### src/rtl/booth_prod_accumulator.sv
// Saturating signed multiply-accumulate back end for the 4x4 Booth multiplier stage.
// Sums a programmed number of products and returns the result over a valid/ready port.
module booth_prod_accumulator #(
    parameter int unsigned PROD_W = 8,
    parameter int unsigned ACC_W  = 12,
    parameter int unsigned CNT_W  = 8
) (
    input  logic              clk,
    input  logic              rst_n,
    input  logic              start,
    input  logic [CNT_W-1:0]  num_terms,
    input  logic [PROD_W-1:0] prod,
    input  logic              prod_valid,
    output logic              prod_ready,
    output logic [ACC_W-1:0]  acc_out,
    output logic              acc_valid,
    input  logic              acc_ready,
    output logic              overflow,
    output logic              busy
);

    localparam int unsigned SUM_W = ACC_W + 1;
    localparam int unsigned EXT_W = SUM_W - PROD_W;

    typedef enum logic [1:0] {
        S_IDLE  = 2'd0,
        S_ACCUM = 2'd1,
        S_DONE  = 2'd2
    } state_t;

    state_t             r_state;
    logic [ACC_W-1:0]   r_acc;
    logic [CNT_W-1:0]   r_rem;
    logic               r_ovf;
    logic               r_prod_ready;
    logic               r_acc_valid;
    logic               r_busy;

    state_t             w_state_nxt;
    logic [ACC_W-1:0]   w_acc_nxt;
    logic [CNT_W-1:0]   w_rem_nxt;
    logic               w_ovf_nxt;

    logic [SUM_W-1:0]   w_prod_ext;
    logic [SUM_W-1:0]   w_sum;
    logic               w_pos_ovf;
    logic               w_neg_ovf;
    logic [ACC_W-1:0]   w_sat;

    // One guard bit is enough: a single ACC_W + PROD_W add cannot wrap SUM_W bits.
    assign w_prod_ext = {{EXT_W{prod[PROD_W-1]}}, prod};
    assign w_sum      = {r_acc[ACC_W-1], r_acc} + w_prod_ext;
    assign w_pos_ovf  = ~w_sum[SUM_W-1] &  w_sum[SUM_W-2];
    assign w_neg_ovf  =  w_sum[SUM_W-1] & ~w_sum[SUM_W-2];

    always_comb begin
        w_sat = w_sum[ACC_W-1:0];
        if (w_pos_ovf) begin
            w_sat = {1'b0, {(ACC_W-1){1'b1}}};
        end else if (w_neg_ovf) begin
            w_sat = {1'b1, {(ACC_W-1){1'b0}}};
        end
    end

    // Next-state and datapath update
    always_comb begin
        w_state_nxt = r_state;
        w_acc_nxt   = r_acc;
        w_rem_nxt   = r_rem;
        w_ovf_nxt   = r_ovf;
        case (r_state)
            S_IDLE: begin
                if (start) begin
                    w_rem_nxt   = num_terms;
                    w_acc_nxt   = '0;
                    w_ovf_nxt   = 1'b0;
                    w_state_nxt = (num_terms == '0) ? S_DONE : S_ACCUM;
                end
            end
            S_ACCUM: begin
                if (prod_valid) begin
                    w_acc_nxt = w_sat;
                    w_ovf_nxt = r_ovf | w_pos_ovf | w_neg_ovf;
                    w_rem_nxt = r_rem - CNT_W'(1);
                    if (r_rem == CNT_W'(1)) begin
                        w_state_nxt = S_DONE;
                    end
                end
            end
            S_DONE: begin
                if (acc_ready) begin
                    w_state_nxt = S_IDLE;
                end
            end
            default: begin
                w_state_nxt = S_IDLE;
            end
        endcase
    end

    // Handshake outputs are registered from the next state so they track r_state exactly
    always_ff @(posedge clk or negedge rst_n) begin
        if (!rst_n) begin
            r_state      <= S_IDLE;
            r_acc        <= '0;
            r_rem        <= '0;
            r_ovf        <= 1'b0;
            r_prod_ready <= 1'b0;
            r_acc_valid  <= 1'b0;
            r_busy       <= 1'b0;
        end else begin
            r_state      <= w_state_nxt;
            r_acc        <= w_acc_nxt;
            r_rem        <= w_rem_nxt;
            r_ovf        <= w_ovf_nxt;
            r_prod_ready <= (w_state_nxt == S_ACCUM);
            r_acc_valid  <= (w_state_nxt == S_DONE);
            r_busy       <= (w_state_nxt != S_IDLE);
        end
    end

    assign prod_ready = r_prod_ready;
    assign acc_out    = r_acc;
    assign acc_valid  = r_acc_valid;
    assign overflow   = r_ovf;
    assign busy       = r_busy;

endmodule

### config.mk
export PLATFORM = sky130hd
export DESIGN_NAME = booth_prod_accumulator
export DESIGN_NICKNAME = d
export VERILOG_FILES = /design/src/rtl/booth_prod_accumulator.sv
export SDC_FILE = /design/constraint.sdc
export NUM_CORES = 1
export LEC_CHECK = 0
export CAP_MARGIN = 20
export CORE_MARGIN = 5
export CORE_UTILIZATION = 47
export DETAILED_ROUTE_END_ITERATION = 16
export PLACE_DENSITY = 0.77
export SLEW_MARGIN = 5
export SYNTH_ARGS = -nofsm -noshare
export SYNTH_HDL_FRONTEND = slang
export SYNTH_SLANG_ARGS = --single-unit
### constraint.sdc
create_clock -name clk -period 2.21 [get_ports clk]
set_clock_uncertainty 0.05 [all_clocks]
set_input_delay 0.3315 -clock clk [delete_from_list [all_inputs] [get_ports clk]]
set_output_delay 0.3315 -clock clk [all_outputs]
set_load 0.005 [all_outputs]
After elaboration in Yosys (flattened, before gate mapping)
Cells that the tools add are included.
{ "classes": {"eq_ne": 7, "reduce_logical": 5, "n_mux": 17, "n_bitwise": 6, "add_sub_neg": 2} }
{ "ops": {"columns": ["cell", "count"], "rows": [
  ["$mux W12", 4],
  ["$pmux W12 S2", 1],
  ["$mux W8", 2],
  ["$pmux W8 S2", 1],
  ["$add A12 B8 Y13", 1],
  ["$mux W2", 5],
  ["$eq A8 B1 Y1 const B", 1],
  ["$logic_not A8 Y1", 1],
  ["$sub A8 B1 Y8 const B", 1],
  ["$pmux W2 S3", 1],
  ["$eq A2 B1 Y1 const B", 2],
  ["$eq A2 B2 Y1 const B", 2],
  ["$ne A2 B2 Y1 const B", 2],
  ["$reduce_bool A2 Y1", 2],
  ["$reduce_and A3 Y1", 1],
  ["$and A1 B1 Y1", 2],
  ["$logic_not A2 Y1", 1],
  ["$mux W1", 2],
  ["$not A1 Y1", 2],
  ["$or A1 B1 Y1", 2],
  ["$pmux W1 S2", 1]
]} }
{ "word_totals": {"input_bits": 21, "wordCells": 44, "output_inout_bits": 16, "register_bits": 26} }

Longest topological paths before layout
Gate-level depths: netlist of the first run.
{ "logic_depth": {"depth_word": 7, "mapped_depth": 11, "mapped_depth_nobuf": 10} }

Worst setup path after synthesis of the first run
No wires, ideal clock.
{ "synth_timing": {"path_type": "reg2reg", "startpoint": "register r_acc[0], in the netlist acc_out[0]", "endpoint": "register r_acc[1], in the netlist acc_out[1]", "stages_incl_launch_ff": 11, "n_path_buf": 0, "slack_ps": -163, "period_less_slack_ps": 2373, "setup_ps": 66, "arrival_time_ps": 2256, "required_ps": 2094, "cell_sequence": "dfrtp_1 > ha_1 > inv_1 > fa_1 > and2b_2 > o21ai_1 > o21ai_2 > a41oi_4 > and3_4 > nor3_4 > a221o_1"} }
{ "synth_between": {"elab_chain_len": 7, "word_cells_on_any_way": 9, "cone_classes": "add/sub (1); mux (4); bitwise (4)"} }
{ "synth_rtl": {"columns": ["item", "line_no", "source"], "rows": [
  ["from (decl)", "32", "logic [ACC_W-1:0] r_acc;"],
  ["from (signal assigned)", "113", "r_acc <= w_acc_nxt;"],
  ["$add A12 B8 Y13 (*)", "52", "assign w_sum = {r_acc[ACC_W-1], r_acc} + w_prod_ext;"],
  ["$not A1 Y1", "54", "assign w_neg_ovf = w_sum[SUM_W-1] & ~w_sum[SUM_W-2];"],
  ["$and A1 B1 Y1", "54", null],
  ["$mux W12", "60", "end else if (w_neg_ovf) begin"],
  ["$mux W12 (*)", "58", "if (w_pos_ovf) begin"],
  ["$mux W12 (*)", "81", "if (prod_valid) begin"],
  ["$pmux W12 S2 (*)", "71", "case (r_state)"]
]} }
Mark *: on every way between the ends. The rest lies on a longest branch, timed or not. The select of a mux whose other input is x is not followed.
A chain may end at the register's enable or synchronous reset.

Final worst setup path of the first run
{ "layout_timing": {"startpoint": "register r_acc[0], in the netlist acc_out[0]", "endpoint": "register r_acc[4], in the netlist acc_out[4]"} }
Same word-level chain as after synthesis.

==> impl_metrics.env, run 1 <==
export IMPL_timing_final_crit_share_pct=110.5
export IMPL_wire_per_inst_um=16.02
export IMPL_synth_top_family_by_area="compound AO/OA/AOI/OAI gates"
export IMPL_clock_latency_ns=0.28
export IMPL_cellPowerDensity_mw_per_mm2=1476
export IMPL_dieArea_mm2=0.005354
export IMPL_cpPeakStageDelay_ns=0.37
export IMPL_setup_viol=12
export IMPL_first_pass_iters=4
export IMPL_grt_first_pass_wirelength_um=8569
export IMPL_slew_viol_final=0
export IMPL_synth_compound_gate_area_share_pct=26.55
export IMPL_drt_iter0_markers=155
export IMPL_setup_tns_ns=-2.377
export IMPL_synthSimpleGateAreaFrac_pct=18.48
export IMPL_finalWirelength_um=5303
export IMPL_fmax_mhz=409.6
export IMPL_vias=1896
export IMPL_cts_tree="built"
export IMPL_start_util_pct=47.57
export IMPL_via_per_inst=5.728
export IMPL_syn_inst=199
export IMPL_layout_drive_gt1_share_pct=30.60
export IMPL_path_clk_slew_ns=0.10
export IMPL_crit_top_cell="o21ai_2"
export IMPL_netlist_cell_type_count=48
export IMPL_fin_nets=318
export IMPL_cts_root_buf="clkbuf_8"
export IMPL_cp_data_arrival_time_ns=2.61
export IMPL_critPathSlowestCell="dfrtp_1"
export IMPL_grt_overflow=0
export IMPL_power_leakage_uw=0.001239
export IMPL_async_flop_share_pct=100.0
export IMPL_synth_ff_type="dfrtp_1"
export IMPL_synth_seq_cells=26
export IMPL_cts_hold_buf=0
export IMPL_h_tree_depth=1
export IMPL_max_slew_worst_pin_slew_ns=0.5325
export IMPL_cp_cell_sequence="ha_2 > inv_2 > fa_2 > and2b_2 > o21ai_2 > o21ai_2 > a41oi_4 > and3_4 > nor3_4 > buf_4 > a221o_1"
export IMPL_cp_max_fo=4
export IMPL_drc_errors=0
export IMPL_gp_congestion=0.8501
export IMPL_grt_setup_unrepaired="yes"
export IMPL_startpoint_type="register"
export IMPL_postSynthNetCount=235
export IMPL_dpl_worst_slack_ns=-0.7416
export IMPL_synth_xor_area_share_pct=4.203
export IMPL_row_count=23
export IMPL_violations="negative setup slack"
export IMPL_ant_nets=0
export IMPL_die_y_um=73.17
export IMPL_slew_headroom_pct=64.50
export IMPL_io_buffer_count=36
export IMPL_crit_type="register to register"
export IMPL_fp_coreArea_mm2=0.003943
export IMPL_cp_end_kind="register"
export IMPL_grt_pass1_vias=1908
export IMPL_synth_edf_count=0
export IMPL_ir_drop_mv=0.9010
export IMPL_synthMuxAreaShare_pct=1.067
export IMPL_track_usage_pct=20.51
export IMPL_min_path_type="input pin to asynchronous set/reset pin"
export IMPL_synth_seq_area_share_pct=34.69
export IMPL_dp_hpwl_um=3736
export IMPL_synthAdderAreaFrac_pct=10.41
export IMPL_worst_ep_required_time_ns=2.38
export IMPL_cts_buffers=3
export IMPL_antenna_found_initial=0
export IMPL_ios=37
export IMPL_status="complete, but fails checks"
export IMPL_fin_ws_ns=-0.2312
export IMPL_fin_cells=331
export IMPL_fp_dieW_um=73.17
export IMPL_synthToLayoutAreaGrowth_pct=49.50
export IMPL_clock_path_buffers=2
export IMPL_hold_viol_final=0
export IMPL_period_needed_ns=2.441
export IMPL_yosysWarnings=0
export IMPL_cp_num_buf_inv=2
export IMPL_synth_area_per_cell_um2=9.425
export IMPL_final_util_pct=71.12
export IMPL_syn_area_mm2=0.001876
export IMPL_holdWs_ns=0.3645
export IMPL_max_cap_violations=0
export IMPL_clock_sinks=26
export IMPL_diodes=0
export IMPL_dp_cells=321
export IMPL_cpLargestDelayFamily="simple AND/OR/NAND/NOR gates"
export IMPL_grt_max_degree=32
==> cells by family after synthesis <==
logic type | count (synthesis)
muxes | 2
buffers and inverters | 16
AOI/OAI and AO/OA | 68
xor gates and xnor gates | 9
adders and majority gates | 15
and+or+nand+nor | 63
DFF | 26
==> cells in the final DEF, fill, tap and decap left out, types with 2 or more instances in the layout <==
| master | n |
|---|---|
| o21ai_2 | 2 |
| ha_4 | 4 |
| nor4_1 | 2 |
| nor2_1 | 19 |
| nand2b_1 | 3 |
| clkbuf_8 | 3 |
| mux2i_1 | 2 |
| buf_4 | 50 |
| a22oi_1 | 3 |
| nand3_1 | 4 |
| o22ai_1 | 3 |
| a21oi_2 | 5 |
| nor2b_1 | 3 |
| nand2_1 | 13 |
| dfrtp_1 | 26 |
| ha_2 | 2 |
| or3_1 | 2 |
| a21oi_1 | 12 |
| a21o_1 | 2 |
| clkdlybuf4s50_1 | 30 |
| o21ai_0 | 17 |
| nor3_1 | 7 |
| o21a_1 | 3 |
| xor2_1 | 3 |
| a221o_1 | 10 |
| ha_1 | 8 |
| xnor2_1 | 5 |
| dlygate4sd2_1 | 5 |
| inv_1 | 6 |
| a211o_1 | 2 |
==> flip-flops by register name, summed over array words and instances (netlist names) <==
signal      flops
acc_out        12
acc_valid       1
busy            1
overflow        1
prod_ready      1
r_rem           8
r_state         2
==> metrics by stage <==
| stage | cell area (um2) | power [uW] |
|---|---|---|
| 4_1_cts | 2796 | 4080 |
| 3_5_place_dp | 2597 | 3436 |
| 6_report | 2804 | 4138 |
| 2_1_floorplan | 1884 | 2330 |
| 3_3_place_gp | 2597 | 3344 |
| 5_1_grt | 2804 | 4453 |
==> synth_stat cells, types with 2 or more instances <==
library cell / n / area share, %
dfrtp_1: 26 / 35
nor2_1: 19 / 3.8
o21ai_0: 17 / 4.5
a21oi_1: 15 / 4.0
ha_1: 14 / 9.3
nand2_1: 13 / 2.6
a221o_1: 10 / 5.3
inv_1: 7 / 1.4
nor3_1: 7 / 1.9
clkbuf_1: 5 / 1.0
xnor2_1: 5 / 2.3
nand3_1: 4 / 1.1
xor2_1: 4 / 1.9
a22oi_1: 3 / 1.2
buf_6: 3 / 1.8
nand2b_1: 3 / 1.0
nor2b_1: 3 / 1.0
o21a_1: 3 / 1.2
o22ai_1: 3 / 1.0
a211o_1: 2 / 0.93
a21o_1: 2 / 0.80
a21oi_2: 2 / 0.93
mux2i_1: 2 / 1.1
nor4_1: 2 / 0.67
or3_1: 2 / 0.67
==> final cells by class <==
cell class                      instances  area, um2
Clock buffer                            3      41.29
Clock inverter                          1      30.03
Fill cell                             283       1139
Inverter                                7      26.28
Multi-Input combinational cell        157       1242
Sequential cell                        26      650.6
Tap cell                               50      62.56
Timing Repair Buffer                   87      750.7
==> worst paths after layout <==
path / startpoint / endpoint / slack, ns / depth (start not counted)
min: rst_n / acc_out[3]$_DFFE_PN0P_ / 0.36 / 2
max: acc_out[0]$_DFFE_PN0P_ / acc_out[4]$_DFFE_PN0P_ / -0.23 / 11
min in group clk: overflow$_DFFE_PN0P_ / overflow$_DFFE_PN0P_ / 0.47 / 1
min reg2reg: overflow$_DFFE_PN0P_ / overflow$_DFFE_PN0P_ / 0.47 / 1
max reg2reg: acc_out[0]$_DFFE_PN0P_ / acc_out[4]$_DFFE_PN0P_ / -0.23 / 11
max in group asynchronous: rst_n / r_rem[0]$_DFFE_PN0P_ / 1.49 / 2
==> what timing repair did <==
action                     CTS  global route
cloned                       0             0
setup buffers                5             1
setup endpoints to repair   13            13
pin swaps                   11             3
gates resized for setup     20             0
==> power by group <==
| part | total, uW | switching [uW] | leakage [uW] | internal [uW] |
|---|---|---|---|---|
| Sequential | 873 | 183 | 0.000314 | 690 |
| Clock | 405 | 162 | 0.0000357 | 243 |
| Combinational | 2860 | 1280 | 0.000890 | 1580 |
==> metal layers <==
metal  part of all wire, %  track usage (%)
met1                    42            26.08
met5                     0                0
met2                    51            35.45
met3                   5.0            1.653
met4                   2.7            8.607
(Power assumes the default switching activity.)
==> inputs of run 2 (changes only) <==
Settings changed: CTS_CLUSTER_SIZE set to 16.
==> results of run 2 <==
Same layout as run 1: the final DEF is identical, and so are final timing and power.
==> inputs of run 3 (changes only) <==
Settings changed: ABC_CLOCK_PERIOD_IN_PS set to 2210, CORE_ASPECT_RATIO set to 0.9.
==> run 3 against run 2 <==
Effect of this change:
- the run still ends with negative setup slack left
- critical endpoint is now acc_out[6]$_DFFE_PN0P_
- utilization grew 5.2 points
- global-route usage grew 0.37 points
- flip-flop and latch count is the same
- clock-buffer cell count grew 1
- combinational power grew 8.4%
- routed wire length grew 12%
- sequential share of layout area shrank 0.67 points
- via count grew 0.47%
- final cell count shrank 0.30%
- die area is essentially flat
- setup slack lost 0.039 ns
==> impl_metrics.env, run 3 (synthesis gave the netlist of run 1 again) <==
export IMPL_fp_dieW_um=76.59
export IMPL_startpoint="acc_out[0]$_DFFE_PN0P_"
export IMPL_grt_first_pass_wirelength_um=9121
export IMPL_num_fill_cells=270
export IMPL_layout_drive_gt1_share_pct=32.39
export IMPL_fmax_mhz=403.3
export IMPL_cellPowerDensity_mw_per_mm2=1489
export IMPL_dr_wl_met3_um=246
export IMPL_period_needed_ns=2.480
export IMPL_top_layer="met4"
export IMPL_row_count=21
export IMPL_cts_tree="built"
export IMPL_grt_max_degree=32
export IMPL_seq_power_share_pct=20.8
export IMPL_wl_met2_um=2983
export IMPL_die_y_um=69.93
export IMPL_violations="negative setup slack"
export IMPL_antenna_found_initial=0
export IMPL_timing_final_crit_share_pct=112.2
export IMPL_multiInputGateArea_mm2=0.001323
export IMPL_drt_iter0_markers=86
export IMPL_h_tree_depth=1
export IMPL_holdWs_ns=0.3697
export IMPL_drc_errors=0
export IMPL_worst_ep_required_time_ns=2.30
export IMPL_cp_end_kind="register"
export IMPL_power_frac_comb_pct=72.0
export IMPL_rr_startpoint="acc_out[0]$_DFFE_PN0P_"
export IMPL_reg2reg_slack_ns=-0.27
export IMPL_io_buffer_count=36
export IMPL_place_area_mm2=0.002585
export IMPL_cp_data_arrival_time_ns=2.57
export IMPL_power_leakage_uw=0.001272
export IMPL_fin_ws_ns=-0.2698
export IMPL_grt_setup_unrepaired="yes"
export IMPL_status="complete, but fails checks"
export IMPL_first_pass_iters=4
export IMPL_clock_path_buffers=2
export IMPL_fp_coreArea_mm2=0.003784
export IMPL_largest_register_ffs=12
export IMPL_diodes=0
export IMPL_intPower_uw=2515
export IMPL_via_per_inst=5.773
export IMPL_cts_root_buf="clkbuf_8"
export IMPL_crit_type="register to register"
export IMPL_synthToLayoutAreaGrowth_pct=53.97
export IMPL_fin_area_mm2=0.002888
export IMPL_final_common_cell="buf_4"
export IMPL_ant_nets=0
export IMPL_start_util_pct=49.57
export IMPL_ios=37
export IMPL_dp_cells=316
export IMPL_max_cap_violations=0
export IMPL_setup_tns_ns=-2.505
export IMPL_cp_max_fo=9
export IMPL_grt_overflow=0
export IMPL_dp_hpwl_um=3951
export IMPL_wl_met1_um=2587
export IMPL_grt_pass1_vias=1881
export IMPL_max_slew_worst_pin_slew_ns=0.5363
export IMPL_cts_hold_buf=0
export IMPL_p_sw_uw=1784
export IMPL_sw_frac_of_total_pct=41.49
export IMPL_finalWirelength_um=5931
export IMPL_clock_sinks=26
export IMPL_setup_viol=12
export IMPL_cts_buffers=3
export IMPL_gp_congestion=0.8767
export IMPL_clock_latency_ns=0.27
export IMPL_hold_viol_final=0
export IMPL_pwr_share_clk_pct=7.2
export IMPL_min_path_type="input pin to asynchronous set/reset pin"
export IMPL_layout_common_cells="buf_4 (50), clkdlybuf4s50_1 (31), dfrtp_1 (26)"
export IMPL_track_usage_pct=20.87
export IMPL_slew_viol_final=0
export IMPL_vias=1905
export IMPL_path_clk_slew_ns=0.09
export IMPL_dieArea_mm2=0.005356
export IMPL_fin_cells=330
export IMPL_wire_per_inst_um=17.97
export IMPL_startpoint_type="register"
export IMPL_fin_nets=321
export IMPL_register_area_um2=650.6
export IMPL_slew_headroom_pct=64.24
export IMPL_ir_drop_mv=1.037
-- run 3: changes by cell type in the layout (fill, tap and decap cells not counted), moves of 2 or more --
cell	before	now
a21oi_1	12	10
buf_6	0	2
dlygate4sd2_1	5	2
dlymetal6s2s_1	0	2
o21ai_2	2	0
o21ai_4	0	2
-- run 3: timing repair --
action,4_1_cts,5_1_grt
gates cloned,1,0
gates resized for setup,19,11
pin swaps,13,5
buffers inserted,6,5
hold endpoints to repair,0,0
endpoints found under the setup margin,13,13
-- run 3: power groups by stage --
stage | clock network [uW] | registers [uW] | logic (uW)
3_3_place_gp | 0 | 859 | 2490
2_1_floorplan | 0 | 850 | 1480
6_report | 310 | 893 | 3100
5_1_grt | 331 | 922 | 3330
3_5_place_dp | 0 | 861 | 2600
4_1_cts | 311 | 872 | 2850
-- run 3: worst paths after layout --
path / end / cells past startpoint
hold reg to reg: overflow$_DFFE_PN0P_ / 1
min in group clk: overflow$_DFFE_PN0P_ / 1
setup / recovery: acc_out[6]$_DFFE_PN0P_ / 11
setup reg to reg: acc_out[6]$_DFFE_PN0P_ / 11
hold / removal: acc_out[9]$_DFFE_PN0P_ / 2
max in group asynchronous: acc_valid$_DFF_PN0_ / 2
-- run 3: final cells by class --
| cell class | instances | area share (%) |
|---|---|---|
| repair buffers | 89 | 26.86 |
| multi-input cells | 158 | 45.80 |
| clock buffers | 4 | 1.906 |
| flip-flops and latches | 26 | 22.53 |
| well taps | 46 | 1.993 |
| inverters | 7 | 0.9099 |
-- run 3: critical path: stages, from the launching register on --
cell	delay, ns
dfrtp_1	0.40
ha_2	0.19
inv_2	0.06
fa_2	0.21
and2b_2	0.25
o21ai_4	0.17
o21ai_4	0.08
a41oi_4	0.18
and3_4	0.23
nor3_4	0.04
buf_12	0.15
a221o_1	0.33
-- run 3: metrics by stage --
stage	total power (uW)	setup WS (ns)	util [%]
after floorplan	2330	-0.1067	-
after global placement	3352	-0.6708	68.32
after detailed placement	3457	-0.7416	68.32
after CTS	4035	-0.2150	73.84
after global routing	4584	-0.3218	76.32
final	4299	-0.2698	76.32
-- run 3: routing by layer --
metal	GRT usage, %	vias up
met3	3.213	8
met4	4.660	0
met2	36.98	54
met5	0	-
met1	26.66	940
li1	-	903
